[src/rtl/credit_pow_stream.sv]
// ---------------------------------------------------------------------------
// credit_pow_stream
//   Credit-flow-controlled stream unit. Each accepted unsigned sample x is
//   raised to x^POWER by a non-stalling multiply pipeline (POWER-1 stages).
//   The result then lands in a DEPTH-entry skid FIFO with a registered output.
//   A credit counter starts at DEPTH and is only replenished by pops, so the
//   pipeline can never deliver a result into a full FIFO.
//
// Ports
//   clk_i    in   1              clock, rising edge
//   rst_i    in   1              synchronous reset, active-low
//   data_i   in   DATA_WIDTH     input sample x (unsigned)
//   valid_i  in   1              upstream valid
//   ready_o  out  1              credit available (registered)
//   data_o   out  POWER*DW       x^POWER, exact
//   valid_o  out  1              FIFO head valid
//   ready_i  in   1              downstream ready
//   credit_o out  CW             current credits   (CREDIT_STATUS_EN only)
//   level_o  out  CW             FIFO occupancy    (CREDIT_STATUS_EN only)
//
// Optional feature macro: CREDIT_STATUS_EN (adds credit_o / level_o).
// ---------------------------------------------------------------------------
module credit_pow_stream #(
  parameter int DATA_WIDTH = 4,
  parameter int POWER      = 5,
  parameter int DEPTH      = 10,
  localparam int CW        = $clog2(DEPTH + 1),
  localparam int PW        = POWER * DATA_WIDTH
) (
  input  logic                  clk_i,
  input  logic                  rst_i,
  input  logic [DATA_WIDTH-1:0] data_i,
  input  logic                  valid_i,
  output logic                  ready_o,
  output logic [PW-1:0]         data_o,
  output logic                  valid_o,
  input  logic                  ready_i
`ifdef CREDIT_STATUS_EN
  ,
  output logic [CW-1:0]         credit_o,
  output logic [CW-1:0]         level_o
`endif
);

  localparam int PTRW = (DEPTH > 1) ? $clog2(DEPTH) : 1;

  generate
    if (POWER < 2) begin : g_bad_power
      $error("credit_pow_stream: POWER must be >= 2");
    end
    if (DEPTH < 1) begin : g_bad_depth
      $error("credit_pow_stream: DEPTH must be >= 1");
    end
  endgenerate

  logic                  acc;
  logic                  pop;
  logic [CW-1:0]         credits;
  logic [CW-1:0]         credits_next;

  logic [DATA_WIDTH-1:0] x_pipe [POWER-1];
  logic [PW-1:0]         p_pipe [POWER-1];
  logic [POWER-2:0]      v_pipe;

  logic                  wr_en;
  logic [PW-1:0]         wr_data;
  logic [PW-1:0]         mem [DEPTH];
  logic [PTRW-1:0]       wr_ptr;
  logic [PTRW-1:0]       rd_ptr;
  logic [PTRW-1:0]       rd_ptr_next;
  logic [CW-1:0]         count;
  logic [CW-1:0]         count_next;

  assign acc     = valid_i & ready_o;
  assign pop     = valid_o & ready_i;
  assign wr_en   = v_pipe[POWER-2];
  assign wr_data = p_pipe[POWER-2];

  // Credit bookkeeping: an acceptance spends one credit, a pop returns one.
  // Both in the same cycle cancel out.
  always_comb begin
    credits_next = credits;
    if (acc && !pop) begin
      credits_next = credits - CW'(1);
    end else if (!acc && pop) begin
      credits_next = credits + CW'(1);
    end
  end

  // ready_o is registered from the next credit value, so a returned credit
  // shows up on ready_o the cycle after the pop and ready_o is low in reset.
  always_ff @(posedge clk_i) begin
    if (!rst_i) begin
      credits <= CW'(DEPTH);
      ready_o <= 1'b0;
    end else begin
      credits <= credits_next;
      ready_o <= (credits_next != '0);
    end
  end

  // Valid shift register running alongside the multiply stages; the pipeline
  // never stalls, so it simply advances every cycle.
  always_ff @(posedge clk_i) begin
    if (!rst_i) begin
      v_pipe <= '0;
    end else begin
      v_pipe[0] <= acc;
      for (int k = 1; k < POWER - 1; k++) begin
        v_pipe[k] <= v_pipe[k-1];
      end
    end
  end

  // Multiply stages: stage 0 holds x and x^2, stage k holds x and x^(k+2).
  // Products are kept at the full result width so nothing is truncated.
  always_ff @(posedge clk_i) begin
    x_pipe[0] <= data_i;
    p_pipe[0] <= PW'(data_i) * PW'(data_i);
    for (int k = 1; k < POWER - 1; k++) begin
      x_pipe[k] <= x_pipe[k-1];
      p_pipe[k] <= p_pipe[k-1] * PW'(x_pipe[k-1]);
    end
  end

  // Next read pointer and occupancy of the FIFO (count includes the head).
  always_comb begin
    rd_ptr_next = rd_ptr;
    if (pop) begin
      rd_ptr_next = (rd_ptr == PTRW'(DEPTH - 1)) ? '0 : rd_ptr + PTRW'(1);
    end
    count_next = count;
    if (wr_en && !pop) begin
      count_next = count + CW'(1);
    end else if (!wr_en && pop) begin
      count_next = count - CW'(1);
    end
  end

  // FIFO storage write port.
  always_ff @(posedge clk_i) begin
    if (wr_en) begin
      mem[wr_ptr] <= wr_data;
    end
  end

  // FIFO control and registered head. When the entry being written is the
  // next head (FIFO otherwise empty after this cycle), it is loaded straight
  // from the write data; it still appears only one cycle after the write.
  always_ff @(posedge clk_i) begin
    if (!rst_i) begin
      wr_ptr  <= '0;
      rd_ptr  <= '0;
      count   <= '0;
      valid_o <= 1'b0;
      data_o  <= '0;
    end else begin
      if (wr_en) begin
        wr_ptr <= (wr_ptr == PTRW'(DEPTH - 1)) ? '0 : wr_ptr + PTRW'(1);
      end
      rd_ptr  <= rd_ptr_next;
      count   <= count_next;
      valid_o <= (count_next != '0);
      if (count_next != '0) begin
        data_o <= (wr_en && (rd_ptr_next == wr_ptr)) ? wr_data : mem[rd_ptr_next];
      end
    end
  end

`ifdef CREDIT_STATUS_EN
  // Status mirrors of the credit counter and FIFO occupancy.
  always_ff @(posedge clk_i) begin
    if (!rst_i) begin
      credit_o <= CW'(DEPTH);
      level_o  <= '0;
    end else begin
      credit_o <= credits_next;
      level_o  <= count_next;
    end
  end

`ifndef SYNTHESIS
  // Every credit is either unspent, riding the pipeline, or sitting in the FIFO.
  a_credit_invariant: assert property (@(posedge clk_i) disable iff (!rst_i)
    (int'(credit_o) + int'(level_o) + $countones(v_pipe)) == DEPTH)
    else $error("credit_pow_stream: credit invariant violated");
`endif
`endif

`ifndef SYNTHESIS
  // The credit scheme makes a write into a full FIFO impossible.
  a_no_overflow: assert property (@(posedge clk_i) disable iff (!rst_i)
    !(wr_en && (count == CW'(DEPTH))))
    else $error("credit_pow_stream: write into full FIFO");
`endif

endmodule

[config.mk]
export PLATFORM = sky130hd
export DESIGN_NAME = credit_pow_stream
export DESIGN_NICKNAME = d
export VERILOG_FILES = /design/src/rtl/credit_pow_stream.sv
export SDC_FILE = /design/constraint.sdc
export NUM_CORES = 1
export LEC_CHECK = 0
export BUFFER_PORTS_ARGS = -buffer_cell sky130_fd_sc_hd__buf_4
export CORE_ASPECT_RATIO = 2
export CORE_MARGIN = 3
export CORE_UTILIZATION = 40
export DETAILED_ROUTE_END_ITERATION = 8
export GPL_ROUTABILITY_DRIVEN = 0
export PLACE_DENSITY = 0.61
export SLEW_MARGIN = 40
export SYNTH_ARGS = -nofsm -noshare
export SYNTH_HDL_FRONTEND = slang
export SYNTH_SLANG_ARGS = --single-unit
[constraint.sdc]
create_clock -name clk_i -period 4.4 [get_ports clk_i]
set_clock_uncertainty 0.15 [all_clocks]
set_input_delay 0.22 -clock clk_i [delete_from_list [all_inputs] [get_ports clk_i]]
set_output_delay 0.22 -clock clk_i [all_outputs]
set_load 0.02 [all_outputs]
==> flow_metrics.env, run 1 <==
export IMPL_cp_arrival_ns=4.40
export IMPL_ioPinCount=30
export IMPL_core_um2=41900
export IMPL_fp_dieW_um=152
export IMPL_pwr_density_cell_nw_per_um2=544
export IMPL_syn_avg_cell_area_um2=11.5
export IMPL_syn_inst=1482
export IMPL_dpl_hpwl_mm=26.9
export IMPL_first_global_vias=11958
export IMPL_reg2reg_to="p_pipe[3][18]"
export IMPL_worst_slack_ns=0.349
export IMPL_drive_gt1_share_pct=14.3
export IMPL_r2r_start="x_pipe[2][1]"
export IMPL_cap_viol_max_count=0
export IMPL_grt_pass1_wl_mm=62.6
export IMPL_rsz0062_at_grt="false"
export IMPL_final_cell_mix="edfxtp_1, inv_1, dfxtp_1"
export IMPL_cts_tree="built"
export IMPL_areaGrowthSynthToFinish_pct=11.9
export IMPL_hp_class="in -> reg"
export IMPL_syn_nets=1619
export IMPL_via_per_inst=5.44
export IMPL_synth_seq_cells=309
export IMPL_die_height_um=298
export IMPL_startpoint_type="flop"
export IMPL_cts_made_buffers=29
export IMPL_root_buffer="clkbuf_16"
export IMPL_end_kind="flop"
export IMPL_overflow=0
export IMPL_ys_async_sr_fraction_pct=0
export IMPL_synth_distinct_cells=78
export IMPL_synth_seq_area_share_pct=48.2
export IMPL_synth_warning_count=0
export IMPL_run_status="finished clean"
export IMPL_ys_flop_type="edfxtp_1"
export IMPL_max_slew_margin_pct=45.1
export IMPL_finalWirelength_mm=39.8
export IMPL_fin_hold_ws_ns=0.190
export IMPL_wl_per_cell_um=19.2
export IMPL_rows=106
export IMPL_via_count=11257
export IMPL_clock_latency_ns=0.56
export IMPL_antenna_found_initial=0
export IMPL_port_buffers=29
export IMPL_fin_setup_tns_ns=0
export IMPL_slew_viol_final=0
export IMPL_pre_cts_ws_ns=0.364
export IMPL_first_pass_iters=5
export IMPL_drc=0
export IMPL_total_leakage_power_nw=7.49
export IMPL_layout_nets=1644
export IMPL_period_needed_ns=4.05
export IMPL_report_final_setup_viol=0
export IMPL_hold_viol=0
export IMPL_fmax_mhz=247
export IMPL_postRouteAntennaNets=0
export IMPL_endpoint="p_pipe[3][18]"
export IMPL_crit_start="x_pipe[2][1]"
export IMPL_r2r_slack_ns=0.35
export IMPL_final_cells=2069
export IMPL_worstMarginPinSlew_ns=0.822
export IMPL_antenna_cells=0
export IMPL_grt_usage_pct=17.7
export IMPL_grt_max_degree=135
export IMPL_dieArea_um2=45200
export IMPL_cp_max_fo=18
export IMPL_ir_drop_mv=0.286
export IMPL_dpl_cell_count=2010
export IMPL_reg2reg_depth=12
export IMPL_worstSetupPathType="reg -> reg"
export IMPL_synth_edf_count=200
export IMPL_worstPathRequired_ns=4.75
export IMPL_clockBufferDepth=3
export IMPL_cts_sinks=309
export IMPL_initialDrtViolationCount=540
export IMPL_netlist_area_um2=17000
export IMPL_htreeDepth=1
export IMPL_fin_crit_sh_pct=92.1
export IMPL_final_common_cell="edfxtp_1"
export IMPL_initial_utilization_pct=40.6
export IMPL_clkTransAtPathRegs_ns=0.07
[routing by layer]
layer  part of all wire, %  up-vias  GRT usage (%)
met5                     0        -              0
met4                   3.9        0           6.92
met3                   3.9       97           2.29
met2                    58      265           35.5
met1                    34     5603           17.8
li1                      -     5292              -
[registers in the layout (all words and copies together) (netlist names)]
| name | count |
|---|---|
| v_pipe | 4 |
| mem | 200 |
| data_o | 20 |
| valid_o | 1 |
| ready_o | 1 |
| wr_ptr | 4 |
| count | 4 |
| x_pipe | 12 |
| rd_ptr | 4 |
| credits | 4 |
| p_pipe | 55 |
[logic make-up after synthesis]
group | Yosys count | synth area share [%]
buf+inv | 192 | 5.02
xor+xnor | 53 | 2.84
compound gates | 280 | 11.4
mux | 113 | 7.83
simple gates | 406 | 12.4
flops | 309 | 48.2
fa+ha+maj | 129 | 12.3
[final cells by class]
| cell class | instances | area (um2) |
|---|---|---|
| repair buffers | 72 | 608 |
| well taps | 540 | 676 |
| flip-flops and latches | 309 | 8190 |
| inverters | 114 | 428 |
| fillers | 3910 | 22900 |
| multi-input cells | 981 | 8040 |
| clock inverters | 21 | 340 |
| clock buffers | 32 | 747 |
[worst min-delay path by stage]
stage | from | end | slack (ns) | cells after the start
after floorplan | data_i[0] | x_pipe[0][0] | 0.1 | 0
after global placement | data_i[3] | x_pipe[0][3] | 0.21 | 1
after detailed placement | data_i[3] | x_pipe[0][3] | 0.21 | 1
after CTS | data_i[3] | x_pipe[0][3] | 0.16 | 2
after global routing | data_i[0] | x_pipe[0][0] | 0.18 | 2
final | data_i[3] | x_pipe[0][3] | 0.19 | 2
[timing repair]
| action | 4_1_cts | 5_1_grt |
|---|---|---|
| buffers inserted | 0 | 0 |
| hold endpoints to repair | 17 | 0 |
| resized for setup | 0 | 0 |
| hold buffers | 6 | 0 |
[cells in the mapped netlist, drive strengths merged, types with 10 or more instances]
cell | number | area share (%)
buf | 36 | 1.5
inv | 114 | 2.5
a21oi | 56 | 1.7
a31oi | 11 | 0.40
nand3b | 10 | 0.44
a211oi | 32 | 1.4
o21ai | 87 | 2.6
mux4 | 10 | 1.3
clkbuf | 42 | 0.96
xnor2 | 34 | 1.9
a221oi | 11 | 0.93
dfxtp | 109 | 13
ha | 65 | 4.8
nand2 | 98 | 2.3
a21o | 12 | 0.53
o211a | 10 | 0.59
and2 | 108 | 4.0
mux2i | 53 | 3.2
nor2 | 85 | 2.0
xor2 | 19 | 0.98
nor2b | 40 | 1.5
nand3 | 31 | 0.91
a311oi | 20 | 1.0
mux2 | 50 | 3.3
fa | 64 | 7.5
edfxtp | 200 | 35
[power by group]
group	total, mW	switching (mW)	leakage, nW	internal [mW]
Clock	2.85	1.14	0.520	1.71
Combinational	3.53	2.04	4.29	1.49
Sequential	3.98	0.383	2.68	3.59
[through the flow]
step / cell area (um2) / utilization, % / power [mW]
after floorplan: 17000 / - / 6.55
after global placement: 17800 / 42.5 / 7.50
after detailed placement: 17900 / 42.7 / 7.61
after CTS: 19000 / 45.4 / 10.5
after global routing: 19000 / 45.4 / 11.0
final: 19000 / 45.4 / 10.4
[critical path, cell delays in order, from the launching register on]
cell      delay (ns)
dfxtp_1         0.65
nand2_1         0.17
fa_1            0.48
fa_1            0.51
inv_1           0.04
ha_1            0.31
nor2b_1         0.15
o21ai_1         0.18
a21oi_1         0.16
o41ai_2         0.46
o31ai_1         0.22
a2111o_1        0.44
nand3_1         0.07
Power figures use the tool's default switching activity.
==> inputs of run 2 (changes only) <==
Settings changed: REMOVE_ABC_BUFFERS from default to 1.
==> flow_metrics.env, run 2 (synthesis gave the netlist of run 1 again) <==
export IMPL_fp_dieW_um=152
export IMPL_fin_crit_sh_pct=94.2
export IMPL_initialDrtViolationCount=535
export IMPL_cp_slowest_cell="dfxtp_1"
export IMPL_worstSetupPathType="reg -> reg"
export IMPL_dpl_hpwl_mm=27.0
export IMPL_clock_latency_ns=0.56
export IMPL_grt_pass1_wl_mm=61.5
export IMPL_clkTransAtPathRegs_ns=0.07
export IMPL_first_pass_iters=4
export IMPL_p_sw_share_pct=34.8
export IMPL_crit_top_cell="fa_1"
export IMPL_placed_cell_area_um2=17900
export IMPL_via_per_inst=5.41
export IMPL_power_frac_seq_pct=40.1
export IMPL_pwr_density_cell_nw_per_um2=525
export IMPL_postRouteAntennaNets=0
export IMPL_worstPathRequired_ns=4.68
export IMPL_fmax_mhz=241
export IMPL_clockBufferDepth=3
export IMPL_internal_power_mw=6.48
export IMPL_rsz0062_at_grt="false"
export IMPL_path_delay_family="adder cells"
export IMPL_die_height_um=298
export IMPL_total_leakage_power_nw=7.44
export IMPL_areaGrowthSynthToFinish_pct=11.4
export IMPL_fin_util_pct=45.2
export IMPL_initial_utilization_pct=40.6
export IMPL_crit_path_cell_trace="nand2_1 > fa_1 > inv_1 > fa_1 > inv_1 > fa_1 > nor2b_1 > o21ai_1 > a21oi_1 > o41ai_2 > o31ai_1 > a2111o_1 > nand3_1"
export IMPL_cts_made_buffers=28
export IMPL_period_needed_ns=4.15
export IMPL_worstMarginPinSlew_ns=0.681
export IMPL_htreeDepth=1
export IMPL_grt_max_degree=108
export IMPL_final_cells=2064
export IMPL_final_common_cell="edfxtp_1"
export IMPL_largest_reg_flops=200
export IMPL_end_kind="flop"
export IMPL_hp_class="in -> reg"
export IMPL_power_switching_mw=3.46
export IMPL_first_global_vias=12008
export IMPL_rows=106
export IMPL_drive_gt1_share_pct=14.0
export IMPL_via_count=11162
export IMPL_cts_sinks=309
export IMPL_slowest_delay_ns=0.66
export IMPL_grt_usage_pct=17.2
export IMPL_clockPowerShare_pct=25.1
export IMPL_dieArea_um2=45200
export IMPL_finalWirelength_mm=38.4
export IMPL_dpl_cell_count=2005
export IMPL_layout_nets=1639
export IMPL_wl_per_cell_um=18.6
export IMPL_ioPinCount=30
export IMPL_final_cell_mix="edfxtp_1, inv_1, dfxtp_1"
export IMPL_cts_tree="built"
export IMPL_p_comb_share_pct=34.8
export IMPL_crit_buf_inv=2
export IMPL_top_register="mem"
export IMPL_run_status="finished clean"
export IMPL_startpoint_type="flop"
export IMPL_ir_drop_mv=0.354
export IMPL_antenna_cells=0
export IMPL_cp_arrival_ns=4.43
export IMPL_hold_viol=0
export IMPL_slew_viol_final=0
export IMPL_cap_viol_max_count=0
export IMPL_cp_max_fo=18
export IMPL_root_buffer="clkbuf_16"
export IMPL_core_um2=41900
export IMPL_overflow=0
export IMPL_total_power_mw=9.94
export IMPL_fin_area_um2=18900
export IMPL_antenna_found_initial=0
export IMPL_port_buffers=29
export IMPL_max_slew_margin_pct=54.6
export IMPL_largest_registers="mem (200), p_pipe (55), data_o (20)"
export IMPL_report_final_setup_viol=0
export IMPL_drc=0
==> run 2: changes by cell type in the layout (fill, tap and decap cells not counted), sizes merged <==
cell,delta
clkbuf,+6
clkinvlp,-2
buf,-5
bufinv,-6
inv,-3
clkinv,+5
==> run 2: timing repair <==
item / in CTS / in global routing
hold endpoints to repair: 17 / 0
hold buffers: 6 / 0
setup endpoints to repair: 0 / 1
setup buffers: 0 / 0
gates resized for setup: 0 / 1
==> run 2: path summary, 6_finish.rpt <==
kind / from / endpoint / slack (ns) / depth (start not counted)
max reg2reg: x_pipe[2][2] / p_pipe[3][18] / 0.25 / 13
max: x_pipe[2][2] / p_pipe[3][18] / 0.25 / 13
min: ready_i / rd_ptr[2] / 0.19 / 4
min reg2reg: v_pipe[1] / v_pipe[2] / 0.29 / 1
==> run 2: stage by stage <==
stage / TNS (ns) / hold WS, ns / setup slack [ns]
floorplan: -49.47 / 0.0977 / -2.55
global placement: 0 / 0.211 / 0.420
detailed placement: 0 / 0.215 / 0.228
CTS: 0 / 0.167 / 0.201
global route: 0 / 0.198 / 0.00372
finish: 0 / 0.191 / 0.255
==> run 2: power groups by stage <==
stage | logic (mW) | registers, mW | clock network (mW)
finish | 3.46 | 3.98 | 2.50
global route | 3.92 | 4.05 | 2.68
CTS | 3.51 | 3.99 | 2.57
detailed placement | 3.49 | 4.05 | 0
global placement | 3.40 | 4.03 | 0
floorplan | 2.45 | 4.03 | 0
==> run 2: area by class of cell <==
class | instances | area, um2
clock inverter | 15 | 133
timing repair buffer | 68 | 648
fill | 3948 | 23000
inverter | 114 | 428
tap | 540 | 676
sequential | 309 | 8190
clock buffer | 37 | 806
multi-input combinational | 981 | 8050
==> run 2: routing by layer <==
| layer | wire, um | GRT usage (%) | up-vias |
|---|---|---|---|
| li1 | - | - | 5284 |
| met1 | 12800 | 16.4 | 5582 |
| met2 | 22800 | 35.1 | 195 |
| met3 | 1050 | 1.78 | 101 |
| met4 | 1810 | 7.73 | 0 |
| met5 | 0 | 0 | - |
==> run 2: tightest hold or removal path: cells and delay by family <==
| kind | cells | cell delay, ns |
|---|---|---|
| buffers and inverters | 1 | 0.13 |
| xor gates and xnor gates | 1 | 0.19 |
| and+or+nand+nor | 2 | 0.30 |
==> inputs of run 3 (changes only) <==
==> constraint.sdc (replaced) <==
create_clock -name clk_i -period 4.4 [get_ports clk_i]
set_clock_uncertainty 0.15 [all_clocks]
set_input_delay 0.88 -clock clk_i [delete_from_list [all_inputs] [get_ports clk_i]]
set_output_delay 0.88 -clock clk_i [all_outputs]
set_load 0.02 [all_outputs]
==> flow_metrics.env, run 3 (synthesis gave the netlist of run 1 again) <==
export IMPL_run_status="finished clean"
export IMPL_p_comb_share_pct=34.4
export IMPL_finalWirelength_mm=38.5
export IMPL_top_register="mem"
export IMPL_ir_drop_mv=0.282
export IMPL_grt_pass1_wl_mm=61.1
export IMPL_clock_latency_ns=0.56
export IMPL_report_final_setup_viol=0
export IMPL_p_sw_share_pct=34.4
export IMPL_cts_tree="built"
export IMPL_die_height_um=298
export IMPL_fin_area_um2=18900
export IMPL_core_um2=41900
export IMPL_first_global_vias=11820
export IMPL_end_kind="flop"
export IMPL_r2r_slack_ns=0.28
export IMPL_fp_dieW_um=152
export IMPL_rows=106
export IMPL_cts_made_buffers=28
export IMPL_fin_crit_sh_pct=93.7
export IMPL_worstSetupPathType="reg -> reg"
export IMPL_max_slew_margin_pct=49.9
export IMPL_period_needed_ns=4.12
export IMPL_initial_utilization_pct=40.6
export IMPL_grt_max_degree=134
export IMPL_ioPinCount=30
export IMPL_reg2reg_depth=12
export IMPL_rsz0062_at_grt="false"
export IMPL_pwr_density_cell_nw_per_um2=529
export IMPL_fin_setup_tns_ns=0
export IMPL_areaGrowthSynthToFinish_pct=11.4
export IMPL_hp_class="reg -> reg"
export IMPL_fin_util_pct=45.2
export IMPL_drive_gt1_share_pct=13.7
export IMPL_placed_cell_area_um2=17900
export IMPL_final_cell_mix="edfxtp_1, inv_1, dfxtp_1"
export IMPL_hold_depth=1
export IMPL_antenna_cells=0
export IMPL_endpoint="p_pipe[2][16]"
export IMPL_slew_viol_final=0
export IMPL_dpl_hpwl_mm=26.7
export IMPL_worstPathRequired_ns=4.74
export IMPL_postRouteAntennaNets=0
export IMPL_fmax_mhz=243
export IMPL_hold_viol=0
export IMPL_grt_usage_pct=17.2
export IMPL_post_cts_resize_count=0
export IMPL_antenna_found_initial=0
export IMPL_reg2reg_to="p_pipe[2][16]"
export IMPL_seq_area_um2=8190
export IMPL_worstMarginPinSlew_ns=0.752
export IMPL_fin_hold_ws_ns=0.283
export IMPL_largest_registers="mem (200), p_pipe (55), data_o (20)"
export IMPL_power_switching_mw=3.45
export IMPL_crit_start="x_pipe[1][2]"
export IMPL_wl_per_cell_um=18.7
export IMPL_htreeDepth=1
export IMPL_clockBufferDepth=3
export IMPL_largest_reg_flops=200
export IMPL_cap_viol_max_count=0
export IMPL_startpoint_type="flop"
export IMPL_cp_max_fo=14
export IMPL_layout_nets=1633
export IMPL_via_count=11217
export IMPL_power_frac_seq_pct=39.9
export IMPL_final_common_cell="edfxtp_1"
export IMPL_cts_sinks=309
export IMPL_port_buffers=29
export IMPL_clockPowerShare_pct=25.7
export IMPL_overflow=0
export IMPL_internal_power_mw=6.57
export IMPL_total_power_mw=10.0
export IMPL_postCtsSetupBuffers=0
export IMPL_fillCellCount=3895
export IMPL_r2r_start="x_pipe[1][2]"
export IMPL_dieArea_um2=45200
export IMPL_multi_input_area_um2=8050
export IMPL_via_per_inst=5.45
export IMPL_root_buffer="clkbuf_16"
export IMPL_clkTransAtPathRegs_ns=0.07
export IMPL_cp_arrival_ns=4.46
export IMPL_total_leakage_power_nw=7.44
export IMPL_drc=0
export IMPL_first_pass_iters=5
export IMPL_cts_hold_buffers=0
export IMPL_initialDrtViolationCount=608
## run 3: cell count changes in the layout (fill, tap and decap cells not counted), sizes merged
cell	before	now
buf	61	62
bufinv	2	4
clkbuf	38	37
clkinv	10	8
dlygate4sd3	6	0
## run 3: worst min-delay path by stage
stage,from,end,slack (ns)
global placement,v_pipe[2],v_pipe[3],0.27
global route,v_pipe[2],v_pipe[3],0.29
detailed placement,v_pipe[0],v_pipe[1],0.27
finish,v_pipe[0],v_pipe[1],0.28
floorplan,x_pipe[0][1],x_pipe[1][1],0.24
CTS,data_i[3],x_pipe[0][3],0.28
## run 3: stage by stage
| step | worst slack, ns | std cells |
|---|---|---|
| global route | 0.0306 | 2058 |
| CTS | 0.259 | 2056 |
| finish | 0.277 | 2058 |
| global placement | 0.394 | 2001 |
| detailed placement | 0.285 | 2004 |
| floorplan | -2.55 | 1404 |
## run 3: layout make-up
class | count | area share (%)
well taps | 540 | 3.57
clock inverters | 15 | 0.971
multi-input cells | 981 | 42.5
clock buffers | 37 | 4.15
flip-flops and latches | 309 | 43.2
repair buffers | 62 | 3.32
inverters | 114 | 2.26
## run 3: critical path, stage by stage (launching register included)
cell and delay [ns]:
dfxtp_1 0.60, nand2_1 0.14, fa_1 0.52, inv_1 0.05
fa_1 0.48, fa_1 0.42, a21o_1 0.20, a21o_1 0.23
a2111oi_4 0.44, o211ai_1 0.22, a31o_2 0.27, a21oi_1 0.19
xnor2_1 0.14
## run 3: power by group through the flow
stage	logic, mW	registers (mW)	clock network (mW)
after floorplan	2.45	4.03	0
after global placement	3.40	4.04	0
after detailed placement	3.49	4.06	0
after CTS	3.50	3.99	2.65
after global routing	3.93	4.05	2.77
final	3.45	3.99	2.58
## run 3: layer usage
layer  wire, um  track usage (%)  up-vias
met1      13200             17.0     5614
met5          0                0        -
met4       1310             6.83        0
met3       1240             1.80       94
met2      22800             34.9      232
li1           -                -     5277
